`config.mk`:
```
export PLATFORM = sky130hd
export DESIGN_NAME = tmem_read_responder_flat
export DESIGN_NICKNAME = d
export VERILOG_FILES = /design/src/rtl/tmem_read_responder_pkg.sv /design/src/rtl/tmem_read_responder_if.sv /design/src/rtl/tmem_read_responder_pipe.sv /design/src/rtl/tmem_read_responder.sv /design/src/flat_wrapper.sv
export SDC_FILE = /design/constraint.sdc
export NUM_CORES = 1
export LEC_CHECK = 0
export CORE_ASPECT_RATIO = 2
export CORE_MARGIN = 5
export CORE_UTILIZATION = 35
export CTS_BUF_LIST = sky130_fd_sc_hd__clkbuf_8
export CTS_CLUSTER_DIAMETER = 200
export DETAILED_ROUTE_END_ITERATION = 12
export PLACE_DENSITY_LB_ADDON = 0.25
export SLEW_MARGIN = 25
export SYNTH_ARGS = -nofsm -noshare
export SYNTH_HDL_FRONTEND = slang
export SYNTH_SLANG_ARGS = --single-unit
```
`constraint.sdc`:
```
create_clock -name Clock -period 1.5 [get_ports Clock]
set_input_delay 0.225 -clock Clock [delete_from_list [all_inputs] [get_ports Clock]]
set_output_delay 0.225 -clock Clock [all_outputs]
set_load 0.02 [all_outputs]
```
`src/rtl/tmem_read_responder_pkg.sv`:
```
// Shared definitions for the TMEM read responder: row/lane layout, FSM encodings
// and the tag carried alongside each SRAM read while it is in flight.
package tmem_read_responder_pkg;

   localparam int DATA_ROW_WIDTH = 96;
   localparam int LANE_WIDTH     = 32;
   localparam int NUM_LANES      = 3;

   // Lane bit positions inside a 96-bit row: X=95:64, Y=63:32, Z=31:0.
   localparam int X_MSB = 95;
   localparam int X_LSB = 64;
   localparam int Y_MSB = 63;
   localparam int Y_LSB = 32;
   localparam int Z_MSB = 31;
   localparam int Z_LSB = 0;

   typedef enum logic [1:0] {
      TMEM_RSP_IDLE  = 2'd0,
      TMEM_RSP_ISSUE = 2'd1,
      TMEM_RSP_DRAIN = 2'd2,
      TMEM_RSP_DONE  = 2'd3
   } tmem_rsp_state_e;

   typedef logic [1:0] lane_idx_t;

   localparam lane_idx_t LANE_X = 2'd0;
   localparam lane_idx_t LANE_Y = 2'd1;
   localparam lane_idx_t LANE_Z = 2'd2;

   typedef struct packed {
      logic      valid;
      lane_idx_t lane;
      logic      range_err;
   } pipe_entry_t;

   function automatic logic [LANE_WIDTH-1:0] lane_word(input logic [DATA_ROW_WIDTH-1:0] row,
                                                       input lane_idx_t idx);
      case (idx)
         LANE_X:  return row[X_MSB:X_LSB];
         LANE_Y:  return row[Y_MSB:Y_LSB];
         default: return row[Z_MSB:Z_LSB];
      endcase
   endfunction

endpackage

```
`src/rtl/tmem_read_responder_if.sv`:
```
// Bus bundle between the IO station (request side), the responder and the TMEM SRAM.
// Handshake: iTMEMDataRequest is a level. The responder accepts it when it is seen high while
// idle with oTMEMDataAvailable low; oTMEMDataAvailable then rises with the row and stays high
// while the request stays high, dropping the cycle after the request is seen low.
interface tmem_read_responder_if
   import tmem_read_responder_pkg::*;
#(
   parameter int ADDR_WIDTH = 16
) ();

   logic [DATA_ROW_WIDTH-1:0] iTMEMReadAddress;
   logic                      iTMEMDataRequest;
   logic [DATA_ROW_WIDTH-1:0] oTMEMReadData;
   logic                      oTMEMDataAvailable;
   logic [ADDR_WIDTH-1:0]     oSramAddress;
   logic                      oSramReadEnable;
   logic [LANE_WIDTH-1:0]     iSramReadData;

   modport master (
      output iTMEMReadAddress,
      output iTMEMDataRequest,
      output iSramReadData,
      input  oTMEMReadData,
      input  oTMEMDataAvailable,
      input  oSramAddress,
      input  oSramReadEnable
   );

   modport slave (
      input  iTMEMReadAddress,
      input  iTMEMDataRequest,
      input  iSramReadData,
      output oTMEMReadData,
      output oTMEMDataAvailable,
      output oSramAddress,
      output oSramReadEnable
   );

endinterface

```
`src/rtl/tmem_read_responder_pipe.sv`:
```
// Tag shift register that tracks each issued lane for READ_LATENCY cycles, so the
// returning SRAM word can be steered to its lane (or zeroed if the lane was out of range).
module tmem_read_latency_pipe
   import tmem_read_responder_pkg::*;
#(
   parameter int READ_LATENCY = 2
) (
   input  logic        clk_i,
   input  logic        rst_ni,
   input  pipe_entry_t entry_i,
   output pipe_entry_t entry_o
);

   pipe_entry_t stage_q [READ_LATENCY];

   always_ff @(posedge clk_i) begin
      if (!rst_ni) begin
         for (int i = 0; i < READ_LATENCY; i++) begin
            stage_q[i] <= '0;
         end
      end else begin
         stage_q[0] <= entry_i;
         for (int i = 1; i < READ_LATENCY; i++) begin
            stage_q[i] <= stage_q[i-1];
         end
      end
   end

   assign entry_o = stage_q[READ_LATENCY-1];

endmodule

```
`src/rtl/tmem_read_responder.sv`:
```
// TMEM-side responder: latches an {X,Y,Z} address request, issues three pipelined SRAM
// reads and presents the gathered 96-bit row with a registered DataAvailable.
module tmem_read_responder
   import tmem_read_responder_pkg::*;
#(
   parameter int ADDR_WIDTH   = 16,
   parameter int READ_LATENCY = 2
) (
   input  logic                  Clock,
   input  logic                  Reset,
   tmem_read_responder_if.slave  bus,
   input  logic                  iClearError,
   output logic                  oBusy,
   output logic                  oRangeError,
   output tmem_rsp_state_e       oDbgState
);

   tmem_rsp_state_e           state_q,    state_d;
   lane_idx_t                 lane_cnt_q, lane_cnt_d;
   logic [DATA_ROW_WIDTH-1:0] addr_row_q, addr_row_d;
   logic [DATA_ROW_WIDTH-1:0] gather_q,   gather_d;
   logic [DATA_ROW_WIDTH-1:0] row_q,      row_d;
   logic                      avail_q,    avail_d;
   logic [ADDR_WIDTH-1:0]     sram_addr_q, sram_addr_d;
   logic                      sram_re_q,  sram_re_d;
   pipe_entry_t               issue_q,    issue_d;
   logic                      err_q,      err_d;

   logic [LANE_WIDTH-1:0]     cur_lane_addr;
   logic [LANE_WIDTH-1:0]     landed_word;
   logic                      lane_oob;
   pipe_entry_t               pipe_out;

   // issue_q is aligned with the SRAM strobe, so the pipe delays it by exactly the SRAM latency.
   tmem_read_latency_pipe #(
      .READ_LATENCY (READ_LATENCY)
   ) u_pipe (
      .clk_i   (Clock),
      .rst_ni  (Reset),
      .entry_i (issue_q),
      .entry_o (pipe_out)
   );

   always_comb begin
      cur_lane_addr = lane_word(addr_row_q, lane_cnt_q);
      lane_oob      = (cur_lane_addr >> ADDR_WIDTH) != '0;
      landed_word   = pipe_out.range_err ? '0 : bus.iSramReadData;

      state_d     = state_q;
      lane_cnt_d  = lane_cnt_q;
      addr_row_d  = addr_row_q;
      gather_d    = gather_q;
      row_d       = row_q;
      avail_d     = avail_q;
      sram_addr_d = sram_addr_q;
      sram_re_d   = 1'b0;
      issue_d     = '0;
      err_d       = err_q;

      if (iClearError) begin
         err_d = 1'b0;
      end

      // Returns can land while still issuing when READ_LATENCY is short, so this is state-independent.
      if (pipe_out.valid) begin
         case (pipe_out.lane)
            LANE_X:  gather_d[X_MSB:X_LSB] = landed_word;
            LANE_Y:  gather_d[Y_MSB:Y_LSB] = landed_word;
            default: gather_d[Z_MSB:Z_LSB] = landed_word;
         endcase
      end

      case (state_q)
         TMEM_RSP_IDLE: begin
            if (bus.iTMEMDataRequest && !avail_q) begin
               addr_row_d = bus.iTMEMReadAddress;
               lane_cnt_d = LANE_X;
               state_d    = TMEM_RSP_ISSUE;
            end
         end
         TMEM_RSP_ISSUE: begin
            sram_addr_d = cur_lane_addr[ADDR_WIDTH-1:0];
            sram_re_d   = !lane_oob;
            issue_d     = '{valid: 1'b1, lane: lane_cnt_q, range_err: lane_oob};
            if (lane_oob) begin
               err_d = 1'b1;
            end
            if (lane_cnt_q == LANE_Z) begin
               state_d = TMEM_RSP_DRAIN;
            end else begin
               lane_cnt_d = lane_cnt_q + 2'd1;
            end
         end
         TMEM_RSP_DRAIN: begin
            if (pipe_out.valid && (pipe_out.lane == LANE_Z)) begin
               row_d   = {gather_q[X_MSB:Y_LSB], landed_word};
               avail_d = 1'b1;
               state_d = TMEM_RSP_DONE;
            end
         end
         TMEM_RSP_DONE: begin
            if (!bus.iTMEMDataRequest) begin
               avail_d = 1'b0;
               state_d = TMEM_RSP_IDLE;
            end
         end
         default: begin
            state_d = TMEM_RSP_IDLE;
         end
      endcase
   end

   always_ff @(posedge Clock) begin
      if (!Reset) begin
         state_q     <= TMEM_RSP_IDLE;
         lane_cnt_q  <= LANE_X;
         addr_row_q  <= '0;
         gather_q    <= '0;
         row_q       <= '0;
         avail_q     <= 1'b0;
         sram_addr_q <= '0;
         sram_re_q   <= 1'b0;
         issue_q     <= '0;
         err_q       <= 1'b0;
      end else begin
         state_q     <= state_d;
         lane_cnt_q  <= lane_cnt_d;
         addr_row_q  <= addr_row_d;
         gather_q    <= gather_d;
         row_q       <= row_d;
         avail_q     <= avail_d;
         sram_addr_q <= sram_addr_d;
         sram_re_q   <= sram_re_d;
         issue_q     <= issue_d;
         err_q       <= err_d;
      end
   end

   assign bus.oTMEMReadData      = row_q;
   assign bus.oTMEMDataAvailable = avail_q;
   assign bus.oSramAddress       = sram_addr_q;
   assign bus.oSramReadEnable    = sram_re_q;
   assign oBusy                  = (state_q == TMEM_RSP_ISSUE) || (state_q == TMEM_RSP_DRAIN);
   assign oRangeError            = err_q;
   assign oDbgState              = state_q;

endmodule

```
`src/flat_wrapper.sv`:
```
// flat-port wrapper written by rule: the top's interface ports become plain ports
module tmem_read_responder_flat import tmem_read_responder_pkg::*;
#(
   parameter int ADDR_WIDTH   = 16,
   parameter int READ_LATENCY = 2
)
  (Clock, Reset, iClearError, oBusy, oRangeError, oDbgState, bus_iTMEMReadAddress, bus_iTMEMDataRequest, bus_iSramReadData, bus_oTMEMReadData, bus_oTMEMDataAvailable, bus_oSramAddress, bus_oSramReadEnable);
  tmem_read_responder_if #(.ADDR_WIDTH(ADDR_WIDTH)) bus_i ();
  input  logic Clock;
  input  logic Reset;
  input  logic iClearError;
  output logic oBusy;
  output logic oRangeError;
  output tmem_rsp_state_e oDbgState;
  input wire logic [$bits(bus_i.iTMEMReadAddress)-1:0] bus_iTMEMReadAddress;
  input wire logic [$bits(bus_i.iTMEMDataRequest)-1:0] bus_iTMEMDataRequest;
  input wire logic [$bits(bus_i.iSramReadData)-1:0] bus_iSramReadData;
  output wire logic [$bits(bus_i.oTMEMReadData)-1:0] bus_oTMEMReadData;
  output wire logic [$bits(bus_i.oTMEMDataAvailable)-1:0] bus_oTMEMDataAvailable;
  output wire logic [$bits(bus_i.oSramAddress)-1:0] bus_oSramAddress;
  output wire logic [$bits(bus_i.oSramReadEnable)-1:0] bus_oSramReadEnable;
  assign bus_i.iTMEMReadAddress = bus_iTMEMReadAddress;
  assign bus_i.iTMEMDataRequest = bus_iTMEMDataRequest;
  assign bus_i.iSramReadData = bus_iSramReadData;
  assign bus_oTMEMReadData = bus_i.oTMEMReadData;
  assign bus_oTMEMDataAvailable = bus_i.oTMEMDataAvailable;
  assign bus_oSramAddress = bus_i.oSramAddress;
  assign bus_oSramReadEnable = bus_i.oSramReadEnable;
  tmem_read_responder #(.ADDR_WIDTH(ADDR_WIDTH), .READ_LATENCY(READ_LATENCY)) u_core (.Clock(Clock), .Reset(Reset), .bus(bus_i), .iClearError(iClearError), .oBusy(oBusy), .oRangeError(oRangeError), .oDbgState(oDbgState));
endmodule
```
* After elaboration in Yosys (flattened, before gate mapping)
Memory sizes are Yosys's and may differ from the RTL's. Cells that the tools add are included.
Word-level totals: logic and storage cells 69, memories kept 1, input port bits 132, memory bits (writable) 8, output and inout port bits 118, register bits 283
Memories:
- u_core.u_pipe.stage_q | depth 2, bits a word 4, rd ports 2, clocked after Yosys merged registers in 0, write ports 2, RTL line tmem_read_responder_pipe.sv:14 | pipe_entry_t stage_q [READ_LATENCY];
Cells by class: equal/unequal tests 12, mux-type cells 21, reductions and logical operators 19, add/subtract/negate cells 1, bitwise operators 2
Operator list (number):
- $pmux W32 S2 | 1
- $mux W32 | 1
- $reduce_bool A32 Y1 | 1
- $mux W2 | 6
- $mux W4 | 3
- $reduce_and A2 Y1 | 5
- $eq A2 B2 Y1 const B | 4
- $pmux W2 S4 | 1
- $mux W1 | 7
- $eq A2 B1 Y1 const B | 3
- $logic_not A2 Y1 | 3
- $ne A2 B1 Y1 const B | 3
- $reduce_and A3 Y1 | 2
- $ne A2 B2 Y1 const B | 2
- $pmux W2 S2 | 1
- $reduce_and A4 Y1 | 1
- $reduce_bool A2 Y1 | 2
- $add A2 B1 Y2 const B | 1
- $logic_and A1 B1 Y1 | 2
- $logic_not A1 Y1 | 2
- $or A1 B1 Y1 | 2
- $pmux W1 S2 | 1
- $logic_or A1 B1 Y1 | 1

* Logic depth before layout (Yosys ltp)
Gate-level depths: netlist of run 1.
word-level depth 5, gate-level depth with buffers 9, gate-level depth less buffers 6

* Hierarchy
Synthesis of run 1 repeated with hierarchy kept, for this count alone.
Second synthesis, totals: cells, all modules 1336, area, all modules 10601.4 um^2
By module, submodules not included:
- tmem_read_responder | cells an instance 1316, area an instance 10361.2 um^2, sequential area each 5665.4 um^2, times used 1
- tmem_read_latency_pipe | cells an instance 20, area an instance 240.2 um^2, sequential area each 160.2 um^2, times used 1

* Worst setup path before layout of run 1
Ideal clock, no wire load.
path type register to register, start register u_core.state_q[1], in the netlist u_core.oDbgState[1], end register u_core.lane_cnt_q[0], data required time 1.435 ns, slack -0.262 ns, clock period less this slack 1.762 ns, arrival 1.697 ns, library setup time 0.065 ns, stages on the path, launching flop included 8, buffers on the path 1, path through dfxtp_1 > inv_1 > ha_1 > buf_2 > nand2b_1 > a22oi_1 > mux2_2 > nor2_1
Between the ends: cells in the longest elaborated chain, start to end 3, elaborated cells between the ends (all ways) 7, those cells by class 3 x eq/ne; 1 x mux; 3 x reduce/logical
RTL lines:
- from (decl) | RTL line tmem_read_responder.sv:18 | tmem_rsp_state_e state_q, state_d;
- from (signal assigned) | RTL line tmem_read_responder.sv:126 | state_q <= state_d;
- $eq A2 B1 Y1 / $logic_not A2 Y1 (equally long branches) | RTL line tmem_read_responder.sv:73 | case (state_q)
- $ne A2 B2 Y1 (no source line) (tied with other cells)
- $reduce_and A3 Y1 (no source line)
- to (signal assigned) | RTL line tmem_read_responder.sv:127 | lane_cnt_q <= lane_cnt_d;
- to (decl) | RTL line tmem_read_responder.sv:19 | lane_idx_t lane_cnt_q, lane_cnt_d;
Parallel ways exist; a longest one is shown, timed or not. A chain may end at the register's enable or synchronous reset.

* Worst setup path in the final report of run 1
start register u_core.state_q[0], in the netlist u_core.oDbgState[0], end register u_core.row_q[2], in the netlist u_core.bus.oTMEMReadData[2]
Between the ends: cells in the longest elaborated chain, start to end 2
RTL lines:
- $eq A2 B2 Y1 | RTL line tmem_read_responder.sv:73
- $reduce_and A2 Y1 (no source line)
- to (signal assigned) | RTL line tmem_read_responder.sv:130 | row_q <= row_d;
- to (decl) | RTL line tmem_read_responder.sv:22 | logic [DATA_ROW_WIDTH-1:0] row_q, row_d;
Every way passes these cells.

==> metrics.md, run 1 <==
| Metric | Value |
|---|---|
| Status | `finished with violations` |
| Failing checks | `setup timing` |
| Pwr Density | `1311 nW/um^2` |
| Total number of vias | `approximately 9800` |
| WL met3 | `roughly 1.5 mm` |
| Placement-stage cell area | `13890 um^2` |
| Leakage power total | `between 5 and 6 nW` |
| Root buf cell | `clkbuf_8` |
| Yosys reg bits | `between 200 and 300` |
| Largest net degree at the start of global routing | `53` |
| Critical path's largest stage delay | `approximately 0.36 ns` |
| Synth Cell Area | `between 10000 and 15000 um^2` |
| Final wirelength | `roughly 34 mm` |
| Combinational Power Share | `23.7%` |
| Final worst path period share | `105.9%` |
| Synth warn | `0` |
| H-Tree Depth | `2` |
| Worst slew pin tran | `0.5026 ns` |
| CP Class | `reg -> reg` |
| Initial antenna violation count | `2` |
| RSZ-0062 raised after global routing | `yes` |
| CP delay by family, top | `buffers and inverters` |
| RePlAce Congestion | `between 0.8 and 0.9` |
| Async set-reset flop share out of synthesis | `0%` |
| Crit-path cells | `inv_4 > ha_1 > inv_2 > or2_4 > buf_12 > clkbuf_16 > nand2_1 > a21oi_1` |
| Post-synth EDFFs | `0` |
| Worst-path clk slew | `roughly 0.07 ns` |
| Antenna Nets Post-Route | `0` |
| Flop pwr share | `roughly 45%` |
| Final Hold Vio Count | `0` |
| Final TNS setup | `-2.536 ns` |
| Most used DFF post-synth | `dfxtp_1` |
| Drc violations | `0` |
| Pre-CTS WS | `-0.2266 ns` |
| Internal power | `around 0.014 W` |
| Die Y-Extent | `approximately 260 um` |
| # IOs | `between 200 and 300` |
| GR Overflow Total | `0` |
| Final Slew Violations | `0` |
| Crit start category | `register` |
| Worst Path Buf+Inv | `4` |
| Synthesized area per cell | `between 8 and 9 um^2` |
| Row cnt | `90` |
| Post-route minimum period | `roughly 1.6 ns` |
| MaxCap Viol Count | `0` |
| Num CTS Buffers | `42` |
| Core area | `slightly above 30000 um^2` |
| Critical Path RT | `between 1.5 and 2 ns` |
| Relative slew slack | `between 60% and 70%` |
| Area growth, synth to finish | `41.77%` |
| M1 WL | `12.07 mm` |
| Peak Freq | `~0.63 GHz` |
| Clock sink count | `a little under 300` |
| First-pass GRT wire length | `50.99 mm` |
| Share of layout cells above drive strength 1 | `about 15%` |
| Cells after synthesis | `about 1300` |
| Cell variety after synth | `44` |
| Worst Setup End Kind | `register` |
| Drt wl/cell | `~17 um` |
| Worst EP arrival | `roughly 2.0 ns` |
| Sw frac | `30.47%` |
| Slowest stage cell, crit path | `dfxtp_4` |
| Tot GR Track Use | `~19%` |
| Initial core utilization | `35.53%` |
| Fraction of power consumed by the clock network | `approximately a third` |
| Syn Nets | `1476` |
| DR top layer | `met4` |
| Nets@finish | `around 1700` |
| Post-synthesis sequential area ratio | `a little over half` |
| Vias in the first global route | `between 9000 and 10000` |
| CTS tree | `done` |
| Post-DP HPWL | `between 20 and 25 mm` |
| Worst hold path type | `in -> reg` |
| Final worst setup slack | `-0.08905 ns` |
| Final Skew | `between 0.02 and 0.03 ns` |
| Die Span X | `~130 um` |
| DIE AREA | `around 34000 um^2` |
| DRT iter0 DRCs | `about 440` |
| Latest clock arrival within the worst-skew pair | `roughly 0.55 ns` |
| Clock Tree Buf Depth | `3` |
| Vias per std cell | `4.872` |
| Crit path max fanout | `19` |
| Finished Cell Area | `approximately 15000 um^2` |
| Fill count | `2937` |
| DR pass1 iterations | `5` |
| # setup viols final | `84` |
| Net switching power figure | `slightly above 0.006 W` |
| Port Buf Inserts | `roughly 250` |
| Post-layout util | `about half` |
| Met2 routed WL | `roughly 19 mm` |
| Max IR drop VDD | `755.9 uV` |
flip-flops by register name, indices dropped and copies added, names as in the netlist, 2 cells and up:
register	count
u_core.issue_q	4
u_core.addr_row_q	96
u_core.u_pipe.stage_q	8
u_core.lane_cnt_q	2
u_core.bus.oSramAddress	16
u_core.gather_q	64
u_core.oDbgState	2
u_core.bus.oTMEMReadData	96
power groups by stage:
stage | Combinational, W | Sequential [W] | Clock (W)
finish | 0.00472 | 0.00887 | 0.00634
CTS | 0.00454 | 0.00885 | 0.00656
global placement | 0.00445 | 0.00899 | 0
detailed placement | 0.00449 | 0.00901 | 0
global route | 0.00517 | 0.00895 | 0.00691
floorplan | 0.00254 | 0.00916 | 0
final cells by class:
type                            instances  area [um^2]  share of cell area [%]
Timing Repair Buffer                  324         3420                   22.50
Clock inverter                         19        96.34                  0.6338
Tap cell                              368        460.4                   3.029
Antenna cell                            2        5.005                 0.03293
Inverter                                8        42.54                  0.2799
Sequential cell                       291         5847                   38.47
Multi-Input combinational cell        939         4572                   30.08
Clock buffer                           55        757.0                   4.980
cell usage after synthesis, types with 6 or more instances:
cell	count	area [um^2]
nor2b_1	33	206.5
nor2_1	6	22.52
buf_4	13	97.59
nand2_1	535	2008
inv_1	6	22.52
buf_2	22	110.1
ha_1	7	87.58
o21ai_0	17	85.08
a22oi_1	18	135.1
a21oi_1	211	1056
a21boi_0	46	345.3
a31oi_1	16	100.1
clkbuf_1	63	236.5
and2_1	9	56.30
dfxtp_1	291	5826
layer usage:
metal / vias up / global-route usage, %
met5: - / 0
met3: 70 / 3.069
met1: 4526 / 18.54
met4: 0 / 8.553
li1: 4899 / -
met2: 278 / 36.28
through the flow:
step / hold slack, ns / total power (W) / instances
finish: 0.07813 / 0.01993 / 2006
global route: 0.05185 / 0.02103 / 2006
CTS: 0.02793 / 0.01995 / 1987
detailed placement: 0.4187 / 0.01350 / 1909
global placement: 0.4164 / 0.01344 / 1909
floorplan: 0.3610 / 0.01170 / 1337
kinds of logic (layout without fill, tap and decap cells):
| logic type | after synthesis | after routing | synth area share, % |
|---|---|---|---|
| compound gates | 320 | 320 | 16.98 |
| mux | 3 | 3 | 0.2917 |
| other cells | 0 | 2 | 0 |
| fa+ha+maj | 7 | 7 | 0.8169 |
| buf+inv | 107 | 406 | 4.528 |
| flops | 291 | 291 | 54.34 |
| simple gates | 609 | 609 | 23.05 |
timing repair:
item / in CTS / in global routing
hold endpoints to repair: 0 / 0
gates resized for setup: 284 / 66
cloned: 1 / 8
endpoints found under the setup margin: 164 / 105
pin swaps: 9 / 9
setup buffers: 3 / 9
hold buffers: 0 / 0
worst min-delay path, cell delays in order:
cell	delay [ns]
buf_2	0.20
o21ai_0	0.11
a31oi_1	0.04
layout by cell type (no fill, tap or decap), types with 5 or more instances in the layout:
master / count
buf_12: 20
a21boi_0: 34
and2_1: 9
dfxtp_2: 8
clkdlybuf4s15_2: 36
buf_6: 5
dlygate4sd2_1: 10
o21ai_0: 16
a31oi_1: 16
dfxtp_1: 280
inv_1: 8
clkbuf_2: 17
nor2_1: 5
buf_4: 41
clkdlybuf4s50_1: 130
a22oi_1: 17
clkinv_2: 9
clkbuf_8: 55
buf_2: 6
clkdlybuf4s15_1: 49
a21oi_1: 207
clkbuf_16: 8
nand2_1: 534
a21boi_1: 12
nor2b_1: 33
final timing paths:
| path | startpoint | to | slack [ns] | depth (start not counted) |
|---|---|---|---|---|
| setup / recovery | u_core.oDbgState[0] | u_core.bus.oTMEMReadData[2] | -0.09 | 8 |
| hold / removal | Reset | u_core.bus.oSramAddress[14] | 0.08 | 3 |
| setup reg to reg | u_core.oDbgState[0] | u_core.bus.oTMEMReadData[2] | -0.09 | 8 |
| hold reg to reg | u_core.u_pipe.stage_q[0][1] | u_core.u_pipe.stage_q[0][5] | 0.44 | 1 |
Note: power is estimated with default switching activity, not from simulation.
==> run 2, diff against run 1 <==
CORE_UTILIZATION = 52   (was 35)
clock period = 1.7 ns   (was 1.5 ns; I/O delays follow)
==> metrics.md, run 2 (synthesis gave the netlist of run 1 again) <==
| Metric | Value |
|---|---|
| Status | `complete, no violations` |
| Grt met3 use | `4.878% (+1.8 points)` |
| Register area | `5831 um^2 (-0.28%)` |
| Die Span X | `111.5 um (-17%)` |
| R2R Path End | `u_core.oRangeError` |
| Worst Setup End Kind | `output port` |
| Post-route minimum period | `around 1.6 ns` |
| Final worst path period share | `95.95%` |
| Fill count | `1686 (-43%)` |
| Most common cell after layout, fill and taps aside | `nand2_1` |
| Post-DP HPWL | `22.10 mm (-4.7%)` |
| Peak Freq | `between 0.6 and 0.7 GHz` |
| Initial core utilization | `52.64% (+17 points)` |
| Hold path depth | `3 (unchanged)` |
| Worst hold path type | `in -> reg` |
| R2R cell count | `6 (-2)` |
| Pwr Density | `1167 nW/um^2 (-11%)` |
| Clock sink count | `291 (unchanged)` |
| RePlAce Congestion | `0.8490 (+5.8%)` |
| Combinational Power Share | `23.4% (-0.3 points)` |
| GR Overflow Total | `0 (unchanged)` |
| Vias in the first global route | `9584 (-0.46%)` |
| Final Hold Vio Count | `0 (unchanged)` |
| Internal power | `0.01175 W (-15%)` |
| DIE AREA | `23760 um^2 (-31%)` |
| Final TNS setup | `0 ns (+2.536 ns)` |
| Share of layout cells above drive strength 1 | `8.431% (-6.7 points)` |
| Hold WS | `0.1826 ns (+0.1045 ns)` |
| Tot GR Track Use | `24.95% (+6.4 points)` |
| Die Y-Extent | `213.1 um (-17%)` |
| Crit-path cells | `inv_1 > ha_4 > buf_6` |
| Slowest stage cell, crit path | `dfxtp_4` |
| DRT iter0 DRCs | `453 (+2.5%)` |
| Multi-input logic area | `4492 um^2 (-1.8%)` |
| # setup viols final | `0 (-100%)` |
| Final wirelength | `30.84 mm (-10%)` |
| Fraction of power consumed by the clock network | `30.3% (-1.5 points)` |
| Tot Pwr | `0.01686 W (-15%)` |
| Initial antenna violation count | `0 (-2)` |
| Largest net degree at the start of global routing | `59 (+11%)` |
| Port Buf Inserts | `249 (unchanged)` |
| Most crowded layer after global routing | `met2` |
| Min-delay src | `Reset` |
| Core area | `20370 um^2 (-33%)` |
| Final Slew Violations | `0 (unchanged)` |
| Relative slew slack | `63.84% (-2.2 points)` |
| Crit start category | `register` |
| Worst EP arrival | `1.38 ns (-0.62 ns)` |
| Sw frac | `30.32% (-0.16 points)` |
| Root buf cell | `clkbuf_8` |
| # IOs | `250 (unchanged)` |
| Post-CTS Setup Bufs | `0 (-3)` |
| CTS tree | `done` |
| R2r setup slk | `0.07 ns (+0.16 ns)` |
| H-Tree Depth | `2 (unchanged)` |
| First-pass GRT wire length | `47.47 mm (-6.9%)` |
| Total number of vias | `9848 (+0.77%)` |
| Critical path's largest stage delay | `0.37 ns (about the same)` |
| Row cnt | `74 (-18%)` |
| Leakage power total | `5.727 nW (+2.6%)` |
| Max IR drop VDD | `1052 uV (+39%)` |
| Hold EP | `u_core.bus.oSramAddress[11]` |
| Worst-path clk slew | `0.07 ns (about the same)` |
| Most frequent cells in the layout | `535 x nand2_1, 289 x dfxtp_1, 211 x a21oi_1, 130 x clkdlybuf4s50_1, 117 x dlygate4sd2_1` |
| R2R Path Start | `u_core.lane_cnt_q[1]` |
| Drc violations | `0 (unchanged)` |
| Worst slew pin tran | `0.5354 ns (+0.03277 ns)` |
| DR pass1 iterations | `6 (+1)` |
| GR Layer Usage met1 | `23.67% (+5.1 points)` |
| Antenna Nets Post-Route | `0 (unchanged)` |
| Worst Path Buf+Inv | `2 (-2)` |
| Net switching power figure | `0.005111 W (-16%)` |
| Met2 global-route usage | `48.66% (+12 points)` |
| CP delay by family, top | `flip-flops` |
| Post-layout util | `70.92% (+21 points)` |
| # diodes | `0 (-2)` |
| Flop pwr share | `46.3% (+1.8 points)` |
| MaxCap Viol Count | `0 (unchanged)` |
| Crit path max fanout | `5 (-14)` |
| Clock Tree Buf Depth | `3 (unchanged)` |
| Area growth, synth to finish | `34.74%` |
| Num CTS Buffers | `39 (-7.1%)` |
| Drt wl/cell | `16.42 um (-4.0%)` |
| RSZ-0062 raised after global routing | `no` |
| Final Skew | `0.01285 ns (-0.01290 ns)` |
| Nets@finish | `1723 (-1.3%)` |
| Latest clock arrival within the worst-skew pair | `0.54 ns (about the same)` |
| Vias per std cell | `5.241 (+7.6%)` |
| CP Class | `reg -> out` |
| Critical Path RT | `1.44 ns (-0.48 ns)` |
run 2: changes by cell type in the layout (fill, tap and decap cells not counted), moves of 10 or more:
| cell | change |
|---|---|
| a21boi_1 | -11 |
| dlygate4sd2_1 | +107 |
| clkdlybuf4s15_1 | -49 |
| a21boi_0 | +11 |
| inv_1 | +10 |
| clkbuf_2 | -17 |
| clkdlybuf4s15_2 | -36 |
run 2: what timing repair did:
action | CTS | global route
gates resized for setup | 127 | 11
pin swaps | 0 | 2
gates cloned | 0 | 1
hold buffers | 0 | 0
endpoints found under the setup margin | 119 | 6
run 2: worst max path at each step:
stage | slack (ns) | cells after the start | to | from
after floorplan | 0.01 | 9 | u_core.addr_row_q[55] | u_core.oDbgState[0]
after global placement | -0.002 | 6 | u_core.oRangeError | u_core.lane_cnt_q[1]
after detailed placement | -0.03 | 6 | u_core.oRangeError | u_core.lane_cnt_q[1]
after CTS | 0.02 | 7 | u_core.oRangeError | u_core.lane_cnt_q[1]
after global routing | 0.009 | 7 | u_core.oRangeError | u_core.lane_cnt_q[1]
final | 0.07 | 3 | oBusy | u_core.oDbgState[1]
run 2: metrics by stage:
stage,instance area [um^2],instances,worst slack [ns]
after floorplan,10730,1337,0.01208
after global placement,13770,1808,-0.002289
after detailed placement,13770,1808,-0.03385
after CTS,14410,1878,0.01660
after global routing,14450,1879,0.009100
final,14450,1879,0.06892
run 2: layer usage:
| layer | vias up | wire length (um) |
|---|---|---|
| met5 | - | 0 |
| met4 | 0 | 1716 |
| met3 | 95 | 1729 |
| met2 | 338 | 17100 |
| met1 | 4555 | 10300 |
| li1 | 4860 | - |
run 2: area by class of cell:
type / count / share of cell area [%]
Sequential cell: 291 / 40.36
Multi-Input combinational cell: 940 / 31.09
Timing Repair Buffer: 304 / 20.72
Clock buffer: 48 / 4.573
Tap cell: 266 / 2.304
Clock inverter: 22 / 0.7102
Inverter: 8 / 0.2425
run 2: power groups by stage:
stage / combinational [W] / clock [W] / sequential, W
after global routing: 0.00431 / 0.00550 / 0.00787
after CTS: 0.00391 / 0.00521 / 0.00780
after detailed placement: 0.00395 / 0 / 0.00794
final: 0.00395 / 0.00511 / 0.00781
after floorplan: 0.00209 / 0 / 0.00806
after global placement: 0.00390 / 0 / 0.00792
run 2: worst reg2reg max path, stage by stage, from the launching register on:
cell     delay (ns)
dfxtp_2        0.33
inv_2          0.09
ha_2           0.20
nor4b_2        0.23
nand3_1        0.11
a22o_1         0.27
o31a_1         0.30
==> run 3, diff against run 2 <==
CORE_UTILIZATION = 47   (was 52)
clock period = 1.5 ns   (was 1.7 ns; I/O delays follow)
==> metrics.md, run 3 (synthesis gave the netlist of run 1 again) <==
| Metric | Value |
|---|---|
| Status | `finished with violations` |
| Most frequent cells in the layout | `529 x nand2_1, 285 x dfxtp_1, 206 x a21oi_1, 130 x clkdlybuf4s50_1, 57 x dlygate4sd2_1` |
| RePlAce Congestion | `0.8406 (-0.99%)` |
| Row cnt | `78 (+5.4%)` |
| Clock Tree Buf Depth | `3 (unchanged)` |
| CP Class | `reg -> reg` |
| Most common cell after layout, fill and taps aside | `nand2_1` |
| Area growth, synth to finish | `41.28%` |
| Fraction of power consumed by the clock network | `29.5% (-0.8 points)` |
| Multi-input logic area | `4629 um^2 (+3.1%)` |
| Combinational Power Share | `26.5% (+3.1 points)` |
| Fin cells | `1913 (+1.8%)` |
| CTS tree | `done` |
| Final Hold Vio Count | `0 (unchanged)` |
| Share of layout cells above drive strength 1 | `13.35% (+4.9 points)` |
| Crit start category | `register` |
| Worst Setup End Kind | `register` |
| H-Tree Depth | `2 (unchanged)` |
| Clock sink count | `291 (unchanged)` |
| Net switching power figure | `0.006229 W (+22%)` |
| Vias in the first global route | `9504 (-0.83%)` |
| Slowest stage cell, crit path | `dfxtp_4` |
| Fill count | `1949 (+16%)` |
| Post-DP HPWL | `22.08 mm (-0.11%)` |
| Core area | `22640 um^2 (+11%)` |
| R2r setup slk | `-0.09 ns (-0.16 ns)` |
| DRT iter0 DRCs | `649 (+43%)` |
| Final Slew Violations | `0 (unchanged)` |
| MaxCap Viol Count | `0 (unchanged)` |
| Internal power | `0.01402 W (+19%)` |
| Pre-CTS WS | `-0.1977 ns (-0.1639 ns)` |
| Drt wl/cell | `18.16 um (+11%)` |
| Flop pwr share | `44.0% (-2.3 points)` |
| # setup viols final | `30 (+30)` |
| Pwr Density | `1337 nW/um^2 (+15%)` |
| # IOs | `250 (unchanged)` |
| Relative slew slack | `70.76% (+6.9 points)` |
| Latest clock arrival within the worst-skew pair | `0.55 ns (about the same)` |
| Num CTS Buffers | `41 (+5.1%)` |
| Initial antenna violation count | `0 (unchanged)` |
| Final worst path period share | `106.1%` |
| Worst slew pin tran | `0.4330 ns (-0.1024 ns)` |
| Peak Freq | `~0.63 GHz` |
| Leakage power total | `5.834 nW (+1.9%)` |
| DR pass1 iterations | `5 (-1)` |
| Nets@finish | `1749 (+1.5%)` |
| Worst EP arrival | `2.00 ns (+0.62 ns)` |
| Die Span X | `116.8 um (+4.7%)` |
| Critical path's largest stage delay | `0.36 ns (about the same)` |
| Hold path depth | `3 (unchanged)` |
| Largest net degree at the start of global routing | `76 (+29%)` |
| Post-route minimum period | `approximately 1.6 ns` |
| DIE AREA | `26120 um^2 (+9.9%)` |
| Root buf cell | `clkbuf_8` |
| GR Overflow Total | `0 (unchanged)` |
| Register area | `5841 um^2 (+0.17%)` |
| Total number of vias | `10077 (+2.3%)` |
| First-pass GRT wire length | `49.22 mm (+3.7%)` |
| Critical Path RT | `1.91 ns (+0.47 ns)` |
| Final Skew | `0.02910 ns (+0.01625 ns)` |
| Antenna Nets Post-Route | `0 (unchanged)` |
| Initial core utilization | `47.35% (-5.3 points)` |
| Die Y-Extent | `223.6 um (+4.9%)` |
| Crit path max fanout | `14 (+9)` |
| Final wirelength | `34.73 mm (+13%)` |
| Crit-path cells | `inv_4 > ha_4 > inv_4 > or2_4 > buf_12 > bufbuf_16 > nand2_1 > a21oi_1` |
| # diodes | `0 (unchanged)` |
| DP Cell Count | `1812 (+0.22%)` |
| Max IR drop VDD | `1084 uV (+3.0%)` |
| Worst-path clk slew | `0.07 ns (about the same)` |
| Port Buf Inserts | `249 (unchanged)` |
| Drc violations | `0 (unchanged)` |
| Final worst setup slack | `-0.09214 ns (-0.1611 ns)` |
| RSZ-0062 raised after global routing | `yes` |
| Vias per std cell | `5.268 (+0.51%)` |
| Worst hold path type | `in -> reg` |
| Sw frac | `30.76% (+0.44 points)` |
| Failing checks | `setup timing` |
| Most used cell along the critical path | `inv_4` |
| R2R cell count | `8 (+2)` |
| Tot GR Track Use | `24.09% (-0.85 points)` |
-- run 3: layout make-up --
class	instances	share of cell area [%]
clock buffers	48	4.361
repair buffers	329	23.19
clock inverters	18	0.7021
multi-input cells	939	30.56
well taps	280	2.313
flip-flops and latches	291	38.56
inverters	8	0.3139
-- run 3: metal layers --
layer  track usage [%]  part of all wire (%)  up-vias
met5                 0                     0        -
met3             3.974                   5.9       95
met2             45.50                    56      360
met4             13.22                   5.4        0
li1                  -                     -     4900
met1             24.03                    32     4722
-- run 3: critical path: cells and delay by family (launching register included) --
family,cells,cell delay (ns)
compound gates,1,0.06
fa+ha+maj,1,0.16
buf+inv,4,0.55
flops,1,0.36
simple gates,2,0.34
-- run 3: metrics by stage --
step / TNS, ns / area (um^2) / hold WS, ns / util, % / power (W)
after global placement: -11.02 / 13720 / 0.4153 / 60.58 / 0.01325
after global routing: -3.912 / 15150 / 0.1344 / 66.90 / 0.02117
after CTS: -5.483 / 14720 / 0.1145 / 65.01 / 0.01930
after detailed placement: -14.56 / 13720 / 0.4199 / 60.58 / 0.01334
after floorplan: -0.1955 / 10810 / 0.3610 / - / 0.01170
final: -2.072 / 15150 / 0.1523 / 66.90 / 0.02025
-- run 3: power by group through the flow --
stage / Combinational (W) / Sequential, W / Clock, W
after floorplan: 0.00254 / 0.00916 / 0
after global placement: 0.00425 / 0.00900 / 0
after detailed placement: 0.00432 / 0.00902 / 0
after CTS: 0.00435 / 0.00888 / 0.00607
after global routing: 0.00574 / 0.00899 / 0.00643
final: 0.00537 / 0.00891 / 0.00597
-- run 3: path summary, 6_finish.rpt --
| path | start | to |
|---|---|---|
| max | u_core.oDbgState[0] | u_core.bus.oTMEMReadData[7] |
| min | Reset | u_core.bus.oTMEMReadData[12] |
| max reg2reg | u_core.oDbgState[0] | u_core.bus.oTMEMReadData[7] |
| min reg2reg | u_core.issue_q[1] | u_core.u_pipe.stage_q[0][1] |
-- run 3: repair_timing --
| action | 4_1_cts | 5_1_grt |
|---|---|---|
| hold buffers | 0 | 0 |
| buffers inserted | 6 | 13 |
| gates resized for setup | 180 | 83 |
| setup endpoints to repair | 141 | 215 |
| pin swaps | 7 | 12 |
| cloned | 6 | 12 |
